**config.mk**
```make
export PLATFORM = sky130hd
export DESIGN_NAME = cmd_sequencer
export DESIGN_NICKNAME = d
export VERILOG_FILES = /design/src/rtl/cmd_sequencer.sv
export SDC_FILE = /design/constraint.sdc
export NUM_CORES = 1
export LEC_CHECK = 0
export CAP_MARGIN = 20
export CORE_MARGIN = 2
export CORE_UTILIZATION = 35
export CTS_BUF_LIST = sky130_fd_sc_hd__clkbuf_2 sky130_fd_sc_hd__clkbuf_4 sky130_fd_sc_hd__clkbuf_8
export CTS_CLUSTER_SIZE = 16
export DETAILED_ROUTE_END_ITERATION = 10
export SLEW_MARGIN = 25
export SYNTH_ARGS = -nofsm -noshare
export SYNTH_HDL_FRONTEND = slang
export SYNTH_SLANG_ARGS = --single-unit
```
**constraint.sdc**
```tcl
create_clock -name clk -period 2.7 [get_ports clk]
set_clock_uncertainty 0.2 [all_clocks]
set_input_delay 0.405 -clock clk [delete_from_list [all_inputs] [get_ports clk]]
set_output_delay 0.405 -clock clk [all_outputs]
set_load 0.005 [all_outputs]
```
**src/rtl/cmd_sequencer.sv**
```systemverilog
// cmd_sequencer: buffers 8-bit commands from a valid/ready stream and replays
// them as single-cycle register writes into signal_generator. The address
// field is cmd[7:5] and the payload is cmd[4:0]. Address 3'b111 is a timed
// WAIT of payload*WAIT_TICK cycles.
// Optional build macro CMD_SEQUENCER_FLUSH_EN adds a synchronous flush input.
//
// state  | meaning
// -------+------------------------------------------------------------
// IDLE   | ready to pop the FIFO head
// STROBE | write_strobe is high for this single cycle
// GAP    | enforced idle spacing after a strobe (STROBE_GAP cycles)
// WAIT   | timed WAIT command in progress (n*WAIT_TICK cycles)
module cmd_sequencer #(
    parameter int FIFO_DEPTH = 4,
    parameter int WAIT_TICK  = 256,
    parameter int STROBE_GAP = 1
) (
    input  logic                          clk,
    input  logic                          rst,
`ifdef CMD_SEQUENCER_FLUSH_EN
    input  logic                          flush,
`endif
    input  logic                          cmd_valid,
    input  logic [7:0]                    cmd_data,
    output logic                          cmd_ready,
    output logic                          write_strobe,
    output logic [2:0]                    address,
    output logic [4:0]                    data,
    output logic                          busy,
    output logic [$clog2(FIFO_DEPTH):0]   fifo_level
);

    localparam int AW = $clog2(FIFO_DEPTH);
    localparam int LW = AW + 1;
    // Sized so a WAIT with n=31 fits; the GAP count shares this counter.
    localparam int CW = $clog2(31 * WAIT_TICK + 1);

    localparam logic [1:0] ST_IDLE   = 2'd0;
    localparam logic [1:0] ST_STROBE = 2'd1;
    localparam logic [1:0] ST_GAP    = 2'd2;
    localparam logic [1:0] ST_WAIT   = 2'd3;

    localparam logic [CW-1:0] GAP_LOAD = (STROBE_GAP > 0) ? CW'(STROBE_GAP - 1) : '0;

    logic [7:0]    fifoMem [FIFO_DEPTH];
    logic [AW-1:0] wrPtr;
    logic [AW-1:0] rdPtr;
    logic [LW-1:0] level;
    logic [1:0]    state;
    logic [CW-1:0] count;
    logic          flushNow;
    logic          push;
    logic          pop;
    logic [7:0]    headCmd;
    logic [CW-1:0] waitLoad;

`ifdef CMD_SEQUENCER_FLUSH_EN
    assign flushNow = flush;
`else
    assign flushNow = 1'b0;
`endif

    // ready depends only on the registered occupancy, so a full FIFO refuses
    // a push even when the FSM pops in the same cycle
    assign cmd_ready  = (level != LW'(FIFO_DEPTH));
    assign push       = cmd_valid && cmd_ready && !flushNow;
    assign pop        = (state == ST_IDLE) && (level != '0) && !flushNow;
    assign headCmd    = fifoMem[rdPtr];
    assign waitLoad   = CW'(headCmd[4:0]) * CW'(WAIT_TICK) - CW'(1);
    assign busy       = (level != '0) || (state != ST_IDLE);
    assign fifo_level = level;

    // FIFO storage; contents need no reset because occupancy guards reads
    always_ff @(posedge clk) begin
        if (push) begin
            fifoMem[wrPtr] <= cmd_data;
        end
    end

    // FIFO pointers and occupancy; pointers wrap naturally at power-of-two depth
    always_ff @(posedge clk or posedge rst) begin
        if (rst) begin
            wrPtr <= '0;
            rdPtr <= '0;
            level <= '0;
        end else if (flushNow) begin
            wrPtr <= '0;
            rdPtr <= '0;
            level <= '0;
        end else begin
            if (push) begin
                wrPtr <= wrPtr + AW'(1);
            end
            if (pop) begin
                rdPtr <= rdPtr + AW'(1);
            end
            level <= level + LW'(push) - LW'(pop);
        end
    end

    // Command execution FSM with the shared GAP/WAIT down-counter
    always_ff @(posedge clk or posedge rst) begin
        if (rst) begin
            state        <= ST_IDLE;
            count        <= '0;
            write_strobe <= 1'b0;
            address      <= '0;
            data         <= '0;
        end else begin
            case (state)
                ST_IDLE: begin
                    if (pop) begin
                        if (headCmd[7:5] != 3'b111) begin
                            address      <= headCmd[7:5];
                            data         <= headCmd[4:0];
                            write_strobe <= 1'b1;
                            state        <= ST_STROBE;
                        end else if (headCmd[4:0] != 5'd0) begin
                            count <= waitLoad;
                            state <= ST_WAIT;
                        end
                    end
                end
                ST_STROBE: begin
                    write_strobe <= 1'b0;
                    if (flushNow || (STROBE_GAP == 0)) begin
                        state <= ST_IDLE;
                    end else begin
                        count <= GAP_LOAD;
                        state <= ST_GAP;
                    end
                end
                ST_GAP, ST_WAIT: begin
                    if (flushNow || (count == '0)) begin
                        state <= ST_IDLE;
                    end else begin
                        count <= count - CW'(1);
                    end
                end
                default: begin
                    state        <= ST_IDLE;
                    write_strobe <= 1'b0;
                end
            endcase
        end
    end

endmodule

```
**Word level (Yosys, flattened, before mapping)**

Memory sizes are Yosys's and may differ from the RTL's.
Cells that the tools add are included.

- Memories: 1
- Logic and storage cells: 56
- Input bits: 11
- Memory bits (writable): 32
- Output and inout bits: 14
- Flip-flop bits (word level): 31

Memories:

| name | words | bits a word | rd ports | clocked after memory_dff | wr ports | RTL line | text |
|---|---|---|---|---|---|---|---|
| fifoMem | 4 | 8 | 1 | 0 | 1 | 45 | `logic [7:0] fifoMem [FIFO_DEPTH];` |

- Add/subtract/negate cells: 6
- Multiplexer cells: 15
- Equal/unequal tests: 12
- Reduce and logical (&&, ||, !) cells: 14

Operators by type and width:

| operator | number |
|---|---|
| 13-bit 2-to-1 mux | 4 |
| 13-bit case mux with 3 select lines | 1 |
| 13-bit by 1-bit subtractor with 13-bit output, second input constant | 2 |
| 13-bit logical NOT | 1 |
| 3-bit AND reduction | 3 |
| 2-bit 2-to-1 mux | 4 |
| 2-bit != test, second input constant | 4 |
| 3-bit != test, second input constant | 2 |
| 2-bit case mux with 3 select lines | 1 |
| 5-bit nonzero test | 1 |
| 2-bit by 1-bit adder with 2-bit output, second input constant | 2 |
| 2-bit == test, second input constant | 2 |
| 1-bit 2-to-1 mux | 4 |
| 2-bit by 1-bit != test with 1-bit output, second input constant | 2 |
| 4-bit AND reduction | 1 |
| 2-bit nonzero test | 2 |
| 3-bit by 1-bit adder with 3-bit output | 1 |
| 3-bit by 1-bit != test with 1-bit output, second input constant | 1 |
| 3-bit nonzero test | 1 |
| 3-bit by 1-bit subtractor with 3-bit output | 1 |
| 2-bit by 1-bit == test with 1-bit output, second input constant | 1 |
| 1-bit logical AND | 2 |
| 2-bit logical NOT | 1 |
| 1-bit case mux with 2 select lines | 1 |
| 2 further kinds | 2 |

**Longest topological paths before layout**

An unclocked memory read counts as a cell.

- Word-level depth: 6
- Mapped depth: 10
- Gate-level depth less buffers: 9

**Worst setup path before layout**

No wires, ideal clock.

- Path kind: register -> register
- From: reg rdPtr[0]
- To: reg count[8]
- Data required time: 2374 ps
- Clock period less this slack: 2549 ps
- Path buffers: 1
- Slack: 151 ps
- Arrival time: 2223 ps
- Setup time: 126 ps
- Stages on the path, launching flop included: 9
- Path through: dfrtp_1 > buf_6 > mux4_2 > inv_1 > ha_1 > nand4_1 > a21oi_1 > nor2_1 > a221o_1

- Cells in the longest elaborated chain, start to end: 6
- Elaborated cells on any way between the ends: 11
- Classes of those cells: 1 x add/sub; 3 x eq/ne; 4 x mux; 2 x reduce/logical; 1 x memory

Ends and longest elaborated chain:

| item | RTL line | text |
|---|---|---|
| from (decl) | 47 | `logic [AW-1:0] rdPtr;` |
| from (signal assigned) | 95 | `rdPtr <= rdPtr + AW'(1);` |
| memory 4 x 8 bit (*) | n/a |  |
| 13-bit by 1-bit subtractor with 13-bit output | 69 | `assign waitLoad = CW'(headCmd[4:0]) * CW'(WAIT_TICK) - CW'(1);` |
| 13-bit 2-to-1 mux | 118 | `end else if (headCmd[4:0] != 5'd0) begin` |
| 13-bit 2-to-1 mux | 113 | `if (headCmd[7:5] != 3'b111) begin` |
| 13-bit 2-to-1 mux | 112 | `if (pop) begin` |
| 13-bit case mux with 3 select lines | 110 | `case (state)` |
| to (signal assigned) | 119 | `count <= waitLoad;` |
| to (signal assigned) | 137 | `count <= count - CW'(1);` |
| to (decl) | 50 | `logic [CW-1:0] count;` |

Mark *: on every way between the ends. The rest lies on a longest branch, timed or not. The select of a mux whose other input is x is not followed.
A chain may end at the register's enable or synchronous reset.

**Worst setup path after layout**

- From: reg rdPtr[0]
- To: reg count[5]

- Cells in the longest elaborated chain, start to end: 4
- Elaborated cells on any way between the ends: 6
- Classes of those cells: 3 x eq/ne; 2 x reduce/logical; 1 x memory

Ends and longest elaborated chain:

| item | RTL line |
|---|---|
| memory 4 x 8 bit (*) | n/a |
| 3-bit != test or 5-bit nonzero test (tied branches) | 113, 118 |
| 2-bit != test (no line) or 2-bit by 1-bit != test with 1-bit output (tied branches) | n/a |
| 4-bit AND reduction (no line) (*) | n/a |

Mark *: on every way between the ends. The rest lies on a longest branch, timed or not.

==> summary.txt <==
Global route
  – Vias in the first global route: 2,064
  – First-pass GRT wire length: 10,000 um
  – GRT overflow: 0
  – Largest net degree at the start of global routing: 32
  – Initial antenna violation count: 0
  – Gr usage total: 0.135

Synthesis
  – Post-Synthesis Cells: 226
  – Register area share after synthesis: 0.576
  – Yosys cell types: 53
  – FFs w/ async S/R, synth: 0.492
  – Synth Flop Type: edfxtp_1
  – Synth warn: 0
  – Post-synthesis cell area: 3020 um2
  – Syn_nets: 247
  – Post-synth EDFFs: 32
  – Avg Cell Area, Syn: 13.3 um2
  – Yosys reg bits: 63

Worst setup path
  – Endpoint type of the worst setup path: register
  – R2R depth: 8
  – Startpoint types: register
  – Req. time, crit path: 2.71 ns
  – Critical Path AT: 2.52 ns
  – Critical path peak fanout: 7
  – R2r setup slk: 0.19 ns
  – WS Path Type: register to register

Die
  – Chip width: 96.8 um
  – Die area: 9380 um2
  – Starting Density: 0.363
  – Die Y-Extent: 96.8 um
  – Ports: 25
  – Core area: 8300 um2
  – Rows: 33

Power
  – Pwr dens: 1020 nW/um2
  – VDD IR max: 0.526 mV
  – Leak: 1.41 nW
  – Total power: 3.66 mW

Clock tree
  – Clk_lat worst skew: 0.33 ns
  – Sink Count: 63
  – Longest Clk Path Bufs: 2
  – CTS tree: yes
  – Maximum level of the CTS H-tree: 3
  – Resize count post-CTS: 0
  – Hold-fix buffers, CTS: 0
  – CTS buffer count: 9
  – Clk root buf: clkbuf_8
  – Clk slew on worst S/H paths: 0.07 ns

Detailed routing
  – Number of remaining DRC errors: 0
  – Antenna Nets Post-Route: 0
  – Vias: 1,943
  – Vias per cell: 5.15
  – WL per Instance: 15.7 um
  – Drt pass-1 iters: 6
  – Total Wirelength: 5900 um
  – Detailed Route Iter0 Violations: 71

Outcome
  – Status: complete, no violations

Hold path
  – Worst min path class: input pin to asynchronous set/reset pin

Placed design
  – Dpl hpwl: 4350 um
  – Routability cong.: 0.821
  – Port bufs: 24
  – Placed insts: 360

Timing
  – Fin. Hold Viols: 0
  – FMAX: 398 MHz
  – RSZ-0062 raised after global routing: no
  – Slew HR: 0.619
  – Final period util: 0.930
  – Final Max Slew Viols: 0
  – Final TNS setup: 0 ns
  – Actual slew at the worst max-slew pin: 0.566 ns
  – Final critical-path required period: 2.51 ns
  – # setup viols final: 0

Cells and area
  – Syn-to-layout area delta: 19.2%
  – Non-Filler Instances: 377
  – Most frequent cells in the layout: edfxtp_1, dfrtp_1, clkdlybuf4s50_1, inv_1, buf_4
  – NumNets Final: 288
  – Layout cells sized above 1: 0.199
  – Antenna Cells: 0
  – Most common cell after layout, fill and taps aside: edfxtp_1

Run
  – Max-Cap Viols: 0
==> per-stage QoR <==
step	area [um2]	utilization	setup slack (ns)	hold slack, ns
final	3600	0.433	0.189	0.253
after global routing	3600	0.433	0.0191	0.314
after global placement	3420	0.412	0.217	0.274
after detailed placement	3420	0.412	0.185	0.278
after CTS	3590	0.432	0.164	0.266
after floorplan	3020	-	0.151	0.259
==> flip-flops by register name, indices dropped and copies added, names as in the netlist <==
register and count:
count 13, rdPtr 2, data 5, fifo_level 3, wrPtr 2, fifoMem 32
state 2, address 3, write_strobe 1
==> Yosys cell counts, types with 2 or more instances <==
library cell | n | area, um2
a211o_1 | 4 | 35.0
a221o_1 | 3 | 30.0
nor2_1 | 10 | 37.5
o211ai_1 | 2 | 15.0
clkbuf_1 | 2 | 7.51
nor4_1 | 2 | 12.5
nand2b_1 | 2 | 12.5
a31oi_1 | 2 | 12.5
dfrtp_1 | 31 | 776
o22a_1 | 2 | 17.5
inv_1 | 14 | 52.6
mux2_2 | 7 | 78.8
nand3_1 | 4 | 20.0
edfxtp_1 | 32 | 961
o2111ai_1 | 2 | 17.5
mux4_2 | 7 | 158
and3_1 | 5 | 31.3
mux2i_1 | 7 | 70.1
nor3_1 | 6 | 30.0
buf_6 | 3 | 33.8
nor3b_1 | 3 | 22.5
a21oi_1 | 4 | 20.0
xnor2_1 | 7 | 61.3
o21ai_0 | 9 | 45.0
o31ai_1 | 5 | 37.5
o41ai_1 | 2 | 17.5
ha_1 | 9 | 113
nand2_1 | 11 | 41.3
and2_1 | 2 | 12.5
or2_2 | 2 | 12.5
nand4_1 | 3 | 18.8
==> metal layers <==
metal  track usage  part of all wire  vias to the layer above
met4        0.0683             0.028                        0
met5             0                 0                        -
met3        0.0318             0.027                       14
li1              -                 -                      936
met2         0.208              0.48                       29
met1         0.178              0.47                      964
==> kinds of logic after synthesis <==
family	after synthesis	synth area share
adder cells (fa/ha/maj)	10	0.0440
flip-flops	63	0.576
multiplexers	21	0.102
buffers and inverters	23	0.0411
AND/OR/NAND/NOR	62	0.119
XOR/XNOR	8	0.0232
AO/OA/AOI/OAI	39	0.0954
==> report_power, final <==
part | total [mW] | leakage [nW] | switching (mW) | internal (mW)
combinational | 1.34 | 0.660 | 0.615 | 0.727
clock | 0.708 | 0.0843 | 0.348 | 0.359
sequential | 1.61 | 0.661 | 0.264 | 1.34
total | 3.66 | 1.41 | 1.23 | 2.43
==> cell type report <==
cell class                 count  area (um2)
fill                         743        4700
sequential                    63        1740
multi-input combinational    140        1160
timing repair buffer          38         345
clock buffer                  12         146
tap                          105         131
inverter                      15        56.3
clock inverter                 4        23.8
==> path summary, 6_finish.rpt <==
| path | to | from |
|---|---|---|
| worst max-delay path | count[5] | rdPtr[0] |
| worst min-delay path | count[0] | rst |
| worst max register to register | count[5] | rdPtr[0] |
| worst min register to register | count[11] | count[11] |
| max in group asynchronous | count[4] | rst |
| min in group clk | count[11] | count[11] |
==> worst max-delay path, stage by stage (launching register included) <==
cell and delay, ns:
dfrtp_1 0.41, mux4_2 0.54, inv_1 0.11, ha_1 0.21, nand4_1 0.14, a21oi_1 0.22, o31a_1 0.26, buf_4 0.20
o21ai_0 0.09
==> repair_timing <==
item / CTS / global route
setup endpoints to repair: 0 / 2
setup buffers: 0 / 1
endpoints found under the hold margin: 0 / 0
(Power assumes the default switching activity.)
